## config.mk

```make
export PLATFORM = sky130hd
export DESIGN_NAME = stopwatch_timebase
export DESIGN_NICKNAME = d
export VERILOG_FILES = /design/src/rtl/stopwatch_timebase.sv
export SDC_FILE = /design/constraint.sdc
export NUM_CORES = 1
export LEC_CHECK = 0
export ABC_AREA = 1
export CAP_MARGIN = 0
export CORE_AREA = 2 2 106 108
export CTS_CLUSTER_SIZE = 25
export DETAILED_ROUTE_END_ITERATION = 10
export DIE_AREA = 0 0 108 110
export PLACE_DENSITY_LB_ADDON = 0.15
export SLEW_MARGIN = 20
export SYNTH_ARGS = -nofsm -noshare
export SYNTH_HDL_FRONTEND = slang
export SYNTH_SLANG_ARGS = --single-unit
```

## constraint.sdc

```tcl
create_clock -name clock -period 5.05 [get_ports clock]
set_input_delay 1.01 -clock clock [delete_from_list [all_inputs] [get_ports clock]]
set_output_delay 1.01 -clock clock [all_outputs]
set_load 0.005 [all_outputs]
```

## src/rtl/stopwatch_timebase.sv

```systemverilog
// Stopwatch timekeeping core: button synchronisers, run/pause/idle control,
// one-second prescaler, MM:SS counter with saturation and a lap-freeze display.
module stopwatch_timebase #(
  parameter int TICK_DIV    = 50000000,
  parameter int MAX_MINUTES = 99
) (
  input  logic       clock,
  input  logic       reset,
  input  logic       btn_start_stop,
  input  logic       btn_lap,
  input  logic       btn_clear,
  output logic [6:0] minutes,
  output logic [6:0] seconds,
  output logic       running,
  output logic       lap_active,
  output logic       overflow
);

  localparam int              PW         = (TICK_DIV > 2) ? $clog2(TICK_DIV) : 1;
  localparam logic [PW-1:0]   PRESC_LAST = PW'(TICK_DIV - 1);
  localparam logic [6:0]      MIN_LAST   = 7'(MAX_MINUTES);
  localparam logic [6:0]      SEC_LAST   = 7'd59;

  typedef enum logic [1:0] {IDLE, RUN, PAUSE} state_t;

  // Bit order for the button vectors: [0] start_stop, [1] lap, [2] clear.
  logic [2:0]    sync1_q, sync2_q, prev_q;
  logic [2:0]    btn_pulse;
  logic          ss_p, clr_p, lap_p;
  logic          tick;

  state_t        state_q, state_d;
  logic [PW-1:0] presc_q, presc_d;
  logic [6:0]    min_q, min_d, sec_q, sec_d;
  logic [6:0]    snap_min_q, snap_min_d, snap_sec_q, snap_sec_d;
  logic [6:0]    min_out_q, min_out_d, sec_out_q, sec_out_d;
  logic          lap_q, lap_d, ovf_q, ovf_d;

  assign btn_pulse = sync2_q & ~prev_q;
  assign ss_p      = btn_pulse[0];
  assign clr_p     = btn_pulse[2] & ~btn_pulse[0];
  assign lap_p     = btn_pulse[1] & ~btn_pulse[0] & ~btn_pulse[2];

  always_comb begin
    state_d    = state_q;
    presc_d    = presc_q;
    min_d      = min_q;
    sec_d      = sec_q;
    snap_min_d = snap_min_q;
    snap_sec_d = snap_sec_q;
    lap_d      = lap_q;
    ovf_d      = ovf_q;
    tick       = 1'b0;

    case (state_q)
      IDLE: begin
        if (ss_p) state_d = RUN;
      end
      RUN: begin
        tick    = (presc_q == PRESC_LAST);
        presc_d = tick ? '0 : presc_q + PW'(1);
        if (tick) begin
          if (sec_q < SEC_LAST) begin
            sec_d = sec_q + 7'd1;
          end else if (min_q < MIN_LAST) begin
            sec_d = '0;
            min_d = min_q + 7'd1;
          end else begin
            state_d = PAUSE;
            ovf_d   = 1'b1;
          end
        end
        // A start_stop in a tick cycle still keeps that tick.
        if (ss_p) begin
          state_d = PAUSE;
        end else if (lap_p) begin
          lap_d = ~lap_q;
          if (!lap_q) begin
            snap_min_d = min_q;
            snap_sec_d = sec_q;
          end
        end
      end
      PAUSE: begin
        if (ss_p) begin
          if (!ovf_q) state_d = RUN;
        end else if (clr_p) begin
          state_d = IDLE;
          presc_d = '0;
          min_d   = '0;
          sec_d   = '0;
          lap_d   = 1'b0;
          ovf_d   = 1'b0;
        end else if (lap_p) begin
          lap_d = 1'b0;
        end
      end
      default: state_d = IDLE;
    endcase

    min_out_d = lap_q ? snap_min_q : min_q;
    sec_out_d = lap_q ? snap_sec_q : sec_q;
  end

  always_ff @(posedge clock or posedge reset) begin
    if (reset) begin
      sync1_q    <= '0;
      sync2_q    <= '0;
      prev_q     <= '0;
      state_q    <= IDLE;
      presc_q    <= '0;
      min_q      <= '0;
      sec_q      <= '0;
      snap_min_q <= '0;
      snap_sec_q <= '0;
      min_out_q  <= '0;
      sec_out_q  <= '0;
      lap_q      <= 1'b0;
      ovf_q      <= 1'b0;
    end else begin
      sync1_q    <= {btn_clear, btn_lap, btn_start_stop};
      sync2_q    <= sync1_q;
      prev_q     <= sync2_q;
      state_q    <= state_d;
      presc_q    <= presc_d;
      min_q      <= min_d;
      sec_q      <= sec_d;
      snap_min_q <= snap_min_d;
      snap_sec_q <= snap_sec_d;
      min_out_q  <= min_out_d;
      sec_out_q  <= sec_out_d;
      lap_q      <= lap_d;
      ovf_q      <= ovf_d;
    end
  end

  assign minutes    = min_out_q;
  assign seconds    = sec_out_q;
  assign running    = (state_q == RUN);
  assign lap_active = lap_q;
  assign overflow   = ovf_q;

endmodule

```

==> flow_metrics.py, run 1 <==
metrics = {
    "floorplanning": {
        "rows": 38,
        "fp.dieH_um": 110,
        "die_width_um": 108,
        "io_pins": 22,
        "core_area_mm2": 0.0107,
        "design.die.area_mm2": 0.0119,
        "initial_core_util_pct": 39.3,
    },
    "cts": {
        "cts_made_buffers": 9,
        "clk_pin_slew_ns": 0.08,
        "clk_latency_ns": 0.39,
        "cts_tree": "done",
        "cts-resized-gates": 0,
        "hold_buffers": 0,
        "cts-root-buf": "clkbuf_8",
        "h-tree-depth": 3,
        "cts.sinks": 81,
        "post-cts-setup-buffer-count": 0,
        "clockBufferDepth": 2,
    },
    "detailed_routing": {
        "firstDrtPassIters": 4,
        "vias": 3502,
        "drt_wl_total_um": 9470,
        "avgRoutedWirePerCell_um": 13.4,
        "remaining_drc_errors": 0,
        "drtAntennaViolNets": 0,
        "drt_iter0_markers": 210,
        "viasPerCell": 4.96,
    },
    "final_layout": {
        "drive_gt1_share_pct": 6.36,
        "n_fill_cell": 1103,
        "final_cell_mix": "nand2_1 (163), dfrtp_1 (81), nor2_1 (75)",
        "seqCellArea_mm2": 0.00203,
        "final_cell_area_mm2": 0.00476,
        "multiInputGateArea_mm2": 0.00190,
        "syn_to_final_growth_pct": 13.2,
        "layout.nets": 573,
        "final_common_cell": "nand2_1",
        "antenna_cells": 0,
    },
    "logic_synthesis": {
        "synth_top_area_share_pct": 48.2,
        "synth_cells": 540,
        "postSynthAreaPerCell_um2": 7.79,
        "ys_types": 32,
        "synth_top_family_by_area": "simple AND/OR/NAND/NOR gates",
        "synth_compound_area_share_pct": 7.26,
        "synthAdderAreaFrac_pct": 2.08,
        "synthTopCellsByArea": "dfrtp_1 (48%), nand2_1 (15%), nor2_1 (6.8%)",
        "synthMuxAreaShare_pct": 0,
        "synth_top_area_cell": "dfrtp_1",
        "synth_seq_cells": 81,
        "synth_xor_area_share_pct": 2.29,
        "yosys_warnings": 0,
        "synth_nets": 552,
        "yosysSeqAreaShare_pct": 48.2,
        "yosys.area_share.simple_pct": 33.4,
        "synth_area_mm2": 0.00420,
    },
    "power_and_ir_drop": {
        "p_int_mw": 1.30,
        "clkPwrFrac_pct": 25.9,
        "p_switching_mw": 0.850,
        "p_comb_share_pct": 34.0,
        "max-vdd-ir-drop_uv": 362,
        "p_leak_nw": 2.20,
        "power_density_mw_per_mm2": 451,
        "pwr-share-seq_pct": 40.1,
        "switching_share_pct": 39.6,
    },
    "setup_path": {
        "crit_path_end_kind": "output port",
        "worstSetupPathType": "reg2out",
        "startpoint_type": "flip-flop",
        "required_ns": 4.04,
        "worstPathMaxFanout": 7,
        "rr_worst_depth": 10,
        "crit_arrival_ns": 1.82,
    },
    "sta": {
        "timing.hold.ws_ns": 0.354,
        "timing.fmax_mhz": 353,
        "tightest_slew_ns": 0.747,
        "post-route-period-util_pct": 56.1,
        "fin_crit_ns": 2.83,
        "skew_ns": 0.0126,
        "finalHoldViolCount": 0,
        "final-setup-viol-count": 0,
        "slew_headroom_pct": 50.1,
        "setup_tns_ns": 0,
        "rsz0062_at_grt": "no",
        "slew_violations": 0,
    },
    "run": {
        "maxCapViolations": 0,
    },
    "global_route": {
        "grt_pass1_wl_um": 16100,
        "grt_usage_pct": 17.6,
        "grt_max_degree": 57,
        "grt_pass1_vias": 3338,
        "antenna_found_initial": 0,
        "overflow": 0,
    },
    "outcome": {
        "status": "completed",
    },
    "place": {
        "hpwlAfterDp_um": 6370,
        "finalWeightedCongestion": 0.929,
        "placed_area_mm2": 0.00453,
        "portBuffers": 21,
    },
    "worst_hold_path": {
        "hp-class": "reg2reg",
        "holdPathStages": 0,
    },
}
## path summary, 6_finish.rpt
| path | startpoint | to | slack [ns] |
|---|---|---|---|
| worst max register to register | state_q[0] | min_q[0] | 2.73 |
| worst max-delay path | state_q[1] | running | 2.22 |
| max in group asynchronous | reset | snap_sec_q[5] | 3.15 |
| worst min-delay path | sync1_q[2] | sync2_q[2] | 0.35 |
| worst min register to register | sync1_q[2] | sync2_q[2] | 0.35 |
| min in group asynchronous | reset | snap_min_q[6] | 1.10 |
## cell families after synthesis
| family | count (synthesis) |
|---|---|
| flops | 81 |
| simple gates | 317 |
| compound gates | 56 |
| buf+inv | 68 |
| xor+xnor | 11 |
| fa+ha+maj | 7 |
## state kept, by name, summed over array words and instances (netlist names), 3 cells and up
signal / flops
minutes: 7
seconds: 7
sec_q: 7
min_q: 7
presc_q: 26
snap_min_q: 7
sync1_q: 3
snap_sec_q: 7
sync2_q: 3
prev_q: 3
## layout make-up
type / count / area share [%]
timing repair buffer: 22 / 4.58
inverter: 56 / 4.52
clock buffer: 10 / 2.89
tap: 140 / 3.68
clock inverter: 6 / 1.89
sequential: 81 / 42.6
multi-input combinational: 391 / 39.8
## power groups by stage
stage          registers (mW)  logic, mW  clock network (mW)
2_1_floorplan           0.846      0.546                   0
3_3_place_gp            0.871      0.723                   0
3_5_place_dp            0.874      0.730                   0
4_1_cts                 0.863      0.735               0.570
5_1_grt                 0.878      0.838               0.590
6_report                0.862      0.730               0.556
## per-stage QoR
step	utilization, %	setup slack [ns]	power [mW]	std cells
6_report	44.5	2.22	2.15	706
4_1_cts	44.4	2.18	2.17	706
3_5_place_dp	42.3	2.50	1.60	690
5_1_grt	44.5	2.10	2.31	706
3_3_place_gp	42.3	2.53	1.59	690
2_1_floorplan	-	1.96	1.39	540
## layer usage
layer	up-vias	routed length (um)	part of all wire [%]	global-route usage, %
met1	1652	4540	48	24.2
met5	-	0	0	0
li1	1768	-	-	-
met3	13	411	4.3	4.41
met4	0	180	1.9	6.68
met2	69	4340	46	26.8
## Yosys cell counts
cell type,instances
nand2_1,163
dfrtp_1,81
nand3_1,28
a21oi_1,7
nand3b_1,2
clkbuf_1,3
nand2_4,1
xnor2_1,3
o21ai_0,40
buf_4,1
xor2_1,8
a21oi_4,1
nor2_4,4
nand3_4,2
nor3_1,7
a31oi_1,3
clkbuf_2,1
buf_2,5
nor2_2,2
nor3b_1,1
nor2_1,76
inv_4,1
inv_2,1
inv_1,54
nand4_1,26
o21bai_1,2
nand2_2,2
a21o_1,2
buf_6,2
nand3_2,3
ha_1,7
o21ai_1,1
## worst max-delay path, stage by stage (launching register included)
cell and delay [ns]:
dfrtp_1 0.41, inv_1 0.09, ha_1 0.37, clkdlybuf4s50_1 0.57
No activity file was read; power rests on OpenSTA's default activity.
==> run 2: changes to the inputs <==
==> constraint.sdc (replaced) <==
create_clock -name clock -period 2.5 [get_ports clock]
set_input_delay 0.5 -clock clock [delete_from_list [all_inputs] [get_ports clock]]
set_output_delay 0.5 -clock clock [all_outputs]
set_load 0.005 [all_outputs]
==> run 2 against run 1 <==
Against the previous run: total power increased by 94%; combinational power up 110%; die area did not move; setup slack got worse by 2.0 ns; core utilization decreased by 0.14 points; clock-buffer cell count stayed put; flip-flop and latch count unchanged; final area decreased by 0.32%; critical path type unchanged.
==> flow_metrics.py, run 2 (same netlist as run 1, synthesis figures left out) <==
metrics = {
    "sta": {
        "fin_crit_ns": 2.28,
        "finalHoldViolCount": 0,
        "skew_ns": 0.0124,
        "slew_headroom_pct": 59.1,
        "timing.hold.ws_ns": 0.349,
        "final-setup-viol-count": 0,
        "rsz0062_at_grt": "no",
        "slew_violations": 0,
        "timing.fmax_mhz": 438,
        "tightest_slew_ns": 0.613,
        "setup_ws_ns": 0.218,
        "setup_tns_ns": 0,
        "post-route-period-util_pct": 91.3,
    },
    "setup_path": {
        "worstSetupPathType": "reg2out",
        "crit_arrival_ns": 1.78,
        "r2r-start": "state_q[0]",
        "reg2reg_to": "min_q[4]",
        "startpoint_type": "flip-flop",
        "rrSetupSlack_ns": 0.55,
        "worstPathMaxFanout": 7,
        "rr_worst_depth": 10,
        "crit_path_end_kind": "output port",
        "required_ns": 2.00,
    },
    "power_and_ir_drop": {
        "power_density_mw_per_mm2": 880,
        "p_leak_nw": 2.19,
        "max-vdd-ir-drop_uv": 669,
    },
    "detailed_routing": {
        "viasPerCell": 5.02,
        "remaining_drc_errors": 0,
        "drtAntennaViolNets": 0,
        "firstDrtPassIters": 4,
        "drt_iter0_markers": 192,
        "avgRoutedWirePerCell_um": 12.9,
        "drt_wl_total_um": 9180,
        "vias": 3558,
    },
    "worst_hold_path": {
        "hold_end": "sync2_q[0]",
        "min-delay-start": "sync1_q[0]",
        "holdPathStages": 0,
        "hp-class": "reg2reg",
    },
    "final_layout": {
        "multiInputGateArea_mm2": 0.00189,
        "layout.nets": 577,
        "antenna_cells": 0,
        "seqCellArea_mm2": 0.00203,
        "finalNonFillerCells": 709,
        "final_cell_area_mm2": 0.00474,
        "largest_register_ffs": 26,
        "n_fill_cell": 1071,
        "syn_to_final_growth_pct": 12.8,
        "largest_register": "presc_q",
        "final_common_cell": "nand2_1",
        "drive_gt1_share_pct": 6.50,
        "final_cell_mix": "nand2_1 (163), dfrtp_1 (81), nor2_1 (76)",
    },
    "cts": {
        "cts-root-buf": "clkbuf_8",
        "cts_made_buffers": 9,
        "cts_tree": "done",
        "clk_latency_ns": 0.35,
        "clk_pin_slew_ns": 0.08,
        "post-cts-setup-buffer-count": 0,
        "h-tree-depth": 3,
        "clockBufferDepth": 2,
        "hold_buffers": 0,
        "cts.sinks": 81,
        "cts-resized-gates": 0,
    },
    "place": {
        "dp_cells": 694,
        "portBuffers": 21,
        "hpwlAfterDp_um": 6540,
        "finalWeightedCongestion": 0.891,
        "placed_area_mm2": 0.00456,
        "pre_cts_ws_ns": 0.542,
    },
    "global_route": {
        "grt_pass1_vias": 3433,
        "grt_usage_pct": 17.3,
        "antenna_found_initial": 0,
        "grt_max_degree": 50,
        "overflow": 0,
        "grt_pass1_wl_um": 16200,
    },
    "floorplanning": {
        "rows": 38,
        "initial_core_util_pct": 39.3,
        "die_width_um": 108,
        "io_pins": 22,
        "fp.dieH_um": 110,
        "core_area_mm2": 0.0107,
        "design.die.area_mm2": 0.0119,
    },
    "run": {
        "maxCapViolations": 0,
    },
    "outcome": {
        "status": "completed",
    },
}
## run 2: worst max path at each step
stage	startpoint	end	slack (ns)	depth (start not counted)
floorplan	state_q[0]	min_q[0]	0.80	11
global placement	state_q[0]	min_q[6]	0.58	10
detailed placement	state_q[0]	min_q[4]	0.54	10
CTS	state_q[1]	running	0.19	3
global route	state_q[1]	running	0.1	3
finish	state_q[1]	running	0.22	3
## run 2: power breakdown
part	internal, mW	switching [mW]	leakage, nW
combinational	0.530	0.983	1.02
clock	0.457	0.473	0.0925
sequential	1.54	0.193	1.08
total	2.53	1.65	2.19
## run 2: per-stage QoR
stage	util [%]	total power, mW
5_1_grt	44.3	4.53
3_5_place_dp	42.6	3.28
2_1_floorplan	-	2.81
3_3_place_gp	42.6	3.26
4_1_cts	44.3	4.23
6_report	44.3	4.17
## run 2: worst max-delay path, stage by stage (launching register included)
cell	delay, ns
dfrtp_1	0.41
inv_1	0.09
ha_1	0.36
clkdlybuf4s50_1	0.58
## run 2: metal layers
layer  vias up  track usage (%)  wire length, um
li1       1776                -                -
met1      1697             24.0             4490
met2        77             27.0             4130
met3         8             4.00              445
met4         0             5.31              112
met5         -                0                0
## run 2: cell type report
| class | instances | area share, % |
|---|---|---|
| Timing Repair Buffer | 26 | 5.22 |
| Clock buffer | 10 | 2.69 |
| Multi-Input combinational cell | 391 | 39.9 |
| Inverter | 56 | 4.56 |
| Tap cell | 140 | 3.69 |
| Clock inverter | 5 | 1.19 |
| Sequential cell | 81 | 42.7 |
==> run 3: changes to the inputs <==
--- a/config.mk
+++ b/config.mk
@@ -6,11 +6,10 @@
 export NUM_CORES = 1
 export LEC_CHECK = 0
 export ABC_AREA = 1
-export CAP_MARGIN = 0
-export CORE_AREA = 2 2 106 108
+export CORE_AREA = 2 2 95 97
 export CTS_CLUSTER_SIZE = 25
 export DETAILED_ROUTE_END_ITERATION = 10
-export DIE_AREA = 0 0 108 110
+export DIE_AREA = 0 0 97 99
 export PLACE_DENSITY_LB_ADDON = 0.15
 export SLEW_MARGIN = 20
 export SYNTH_ARGS = -nofsm -noshare
==> run 3 against run 2 <==
Against the previous run: fmax decreased by 0.24%; largest power group unchanged; die area decreased by 19%; global-route usage increased by 2.8 points; largest cell class unchanged.
==> flow_metrics.py, run 3 (same netlist as run 1, synthesis figures left out) <==
metrics = {
    "detailed_routing": {
        "vias": 3465,
        "drt_wl_total_um": 8960,
        "drt_iter0_markers": 273,
        "viasPerCell": 5.12,
        "remaining_drc_errors": 0,
        "avgRoutedWirePerCell_um": 13.2,
        "firstDrtPassIters": 5,
        "drtAntennaViolNets": 0,
    },
    "place": {
        "portBuffers": 21,
        "finalWeightedCongestion": 0.888,
        "hpwlAfterDp_um": 6310,
    },
    "cts": {
        "clk_pin_slew_ns": 0.08,
        "clk_latency_ns": 0.35,
        "cts-root-buf": "clkbuf_8",
        "cts_made_buffers": 9,
        "clockBufferDepth": 2,
        "cts_tree": "done",
        "h-tree-depth": 3,
        "hold_buffers": 0,
        "cts.sinks": 81,
        "cts-resized-gates": 0,
        "post-cts-setup-buffer-count": 0,
    },
    "sta": {
        "slew_violations": 0,
        "setup_tns_ns": 0,
        "post-route-period-util_pct": 91.5,
        "slew_headroom_pct": 68.6,
        "finalHoldViolCount": 0,
        "rsz0062_at_grt": "no",
        "timing.fmax_mhz": 437,
        "fin_crit_ns": 2.29,
        "final-setup-viol-count": 0,
        "skew_ns": 0.00800,
        "tightest_slew_ns": 0.469,
    },
    "final_layout": {
        "antenna_cells": 0,
        "largest_register": "presc_q",
        "final_common_cell": "nand2_1",
        "largest_register_ffs": 26,
        "layout.nets": 577,
        "final_cell_mix": "nand2_1 (163), dfrtp_1 (81), nor2_1 (76)",
        "drive_gt1_share_pct": 6.68,
        "n_fill_cell": 807,
        "syn_to_final_growth_pct": 12.4,
    },
    "floorplanning": {
        "fp.dieH_um": 99,
        "die_width_um": 97,
        "initial_core_util_pct": 49.2,
        "rows": 34,
        "core_area_mm2": 0.00855,
        "io_pins": 22,
        "design.die.area_mm2": 0.00960,
    },
    "setup_path": {
        "worstSetupPathType": "reg2out",
        "crit_path_end_kind": "output port",
        "worstPathMaxFanout": 7,
        "required_ns": 2.00,
        "crit_arrival_ns": 1.79,
        "startpoint_type": "flip-flop",
    },
    "run": {
        "maxCapViolations": 0,
    },
    "outcome": {
        "status": "completed",
    },
    "worst_hold_path": {
        "hp-class": "reg2reg",
    },
    "global_route": {
        "grt_usage_pct": 20.1,
        "grt_max_degree": 67,
        "grt_pass1_vias": 3377,
        "overflow": 0,
        "antenna_found_initial": 0,
        "grt_pass1_wl_um": 15700,
    },
    "power_and_ir_drop": {
        "power_density_mw_per_mm2": 889,
        "power_mw": 4.20,
        "p_leak_nw": 2.20,
        "max-vdd-ir-drop_uv": 544,
    },
}
run 3: path summary, 6_finish.rpt:
check	slack, ns	cells after the start	start	end
min	0.35	0	sync1_q[1]	sync2_q[1]
max reg2reg	0.54	10	state_q[0]	min_q[6]
min reg2reg	0.35	0	sync1_q[1]	sync2_q[1]
max	0.21	3	state_q[1]	running
max in group asynchronous	1.37	3	reset	sec_q[2]
min in group asynchronous	0.48	2	reset	presc_q[14]
run 3: worst max-delay path: stages, from the launching register on:
cell and delay (ns):
dfrtp_1 0.42, inv_1 0.10, ha_1 0.36, clkdlybuf4s50_1 0.57
run 3: through the flow:
step | hold WS [ns] | instance area [um2] | util, % | setup slack [ns] | instances
final | 0.351 | 4730 | 55.3 | 0.212 | 677
after global routing | 0.371 | 4730 | 55.3 | 0.111 | 677
after CTS | 0.353 | 4730 | 55.3 | 0.197 | 677
after detailed placement | 0.337 | 4530 | 53.0 | 0.541 | 662
after global placement | 0.334 | 4530 | 53.0 | 0.614 | 662
after floorplan | 0.331 | 4210 | - | 0.797 | 540
run 3: cell type report:
cell class	instances	area [um2]	area share [%]
Clock buffer	10	138	2.91
Clock inverter	5	56.3	1.19
Inverter	56	216	4.58
Multi-Input combinational cell	391	1890	40.1
Sequential cell	81	2030	42.9
Tap cell	108	135	2.86
Timing Repair Buffer	26	260	5.51
run 3: power by group:
| part | internal [mW] | switching [mW] |
|---|---|---|
| sequential | 1.54 | 0.171 |
| clock | 0.481 | 0.474 |
| combinational | 0.539 | 0.996 |
run 3: routing by layer:
metal	GRT usage [%]	share of wire, %
met2	30.0	44
met1	28.8	50
met5	0	0
met3	5.32	3.8
met4	6.07	1.5
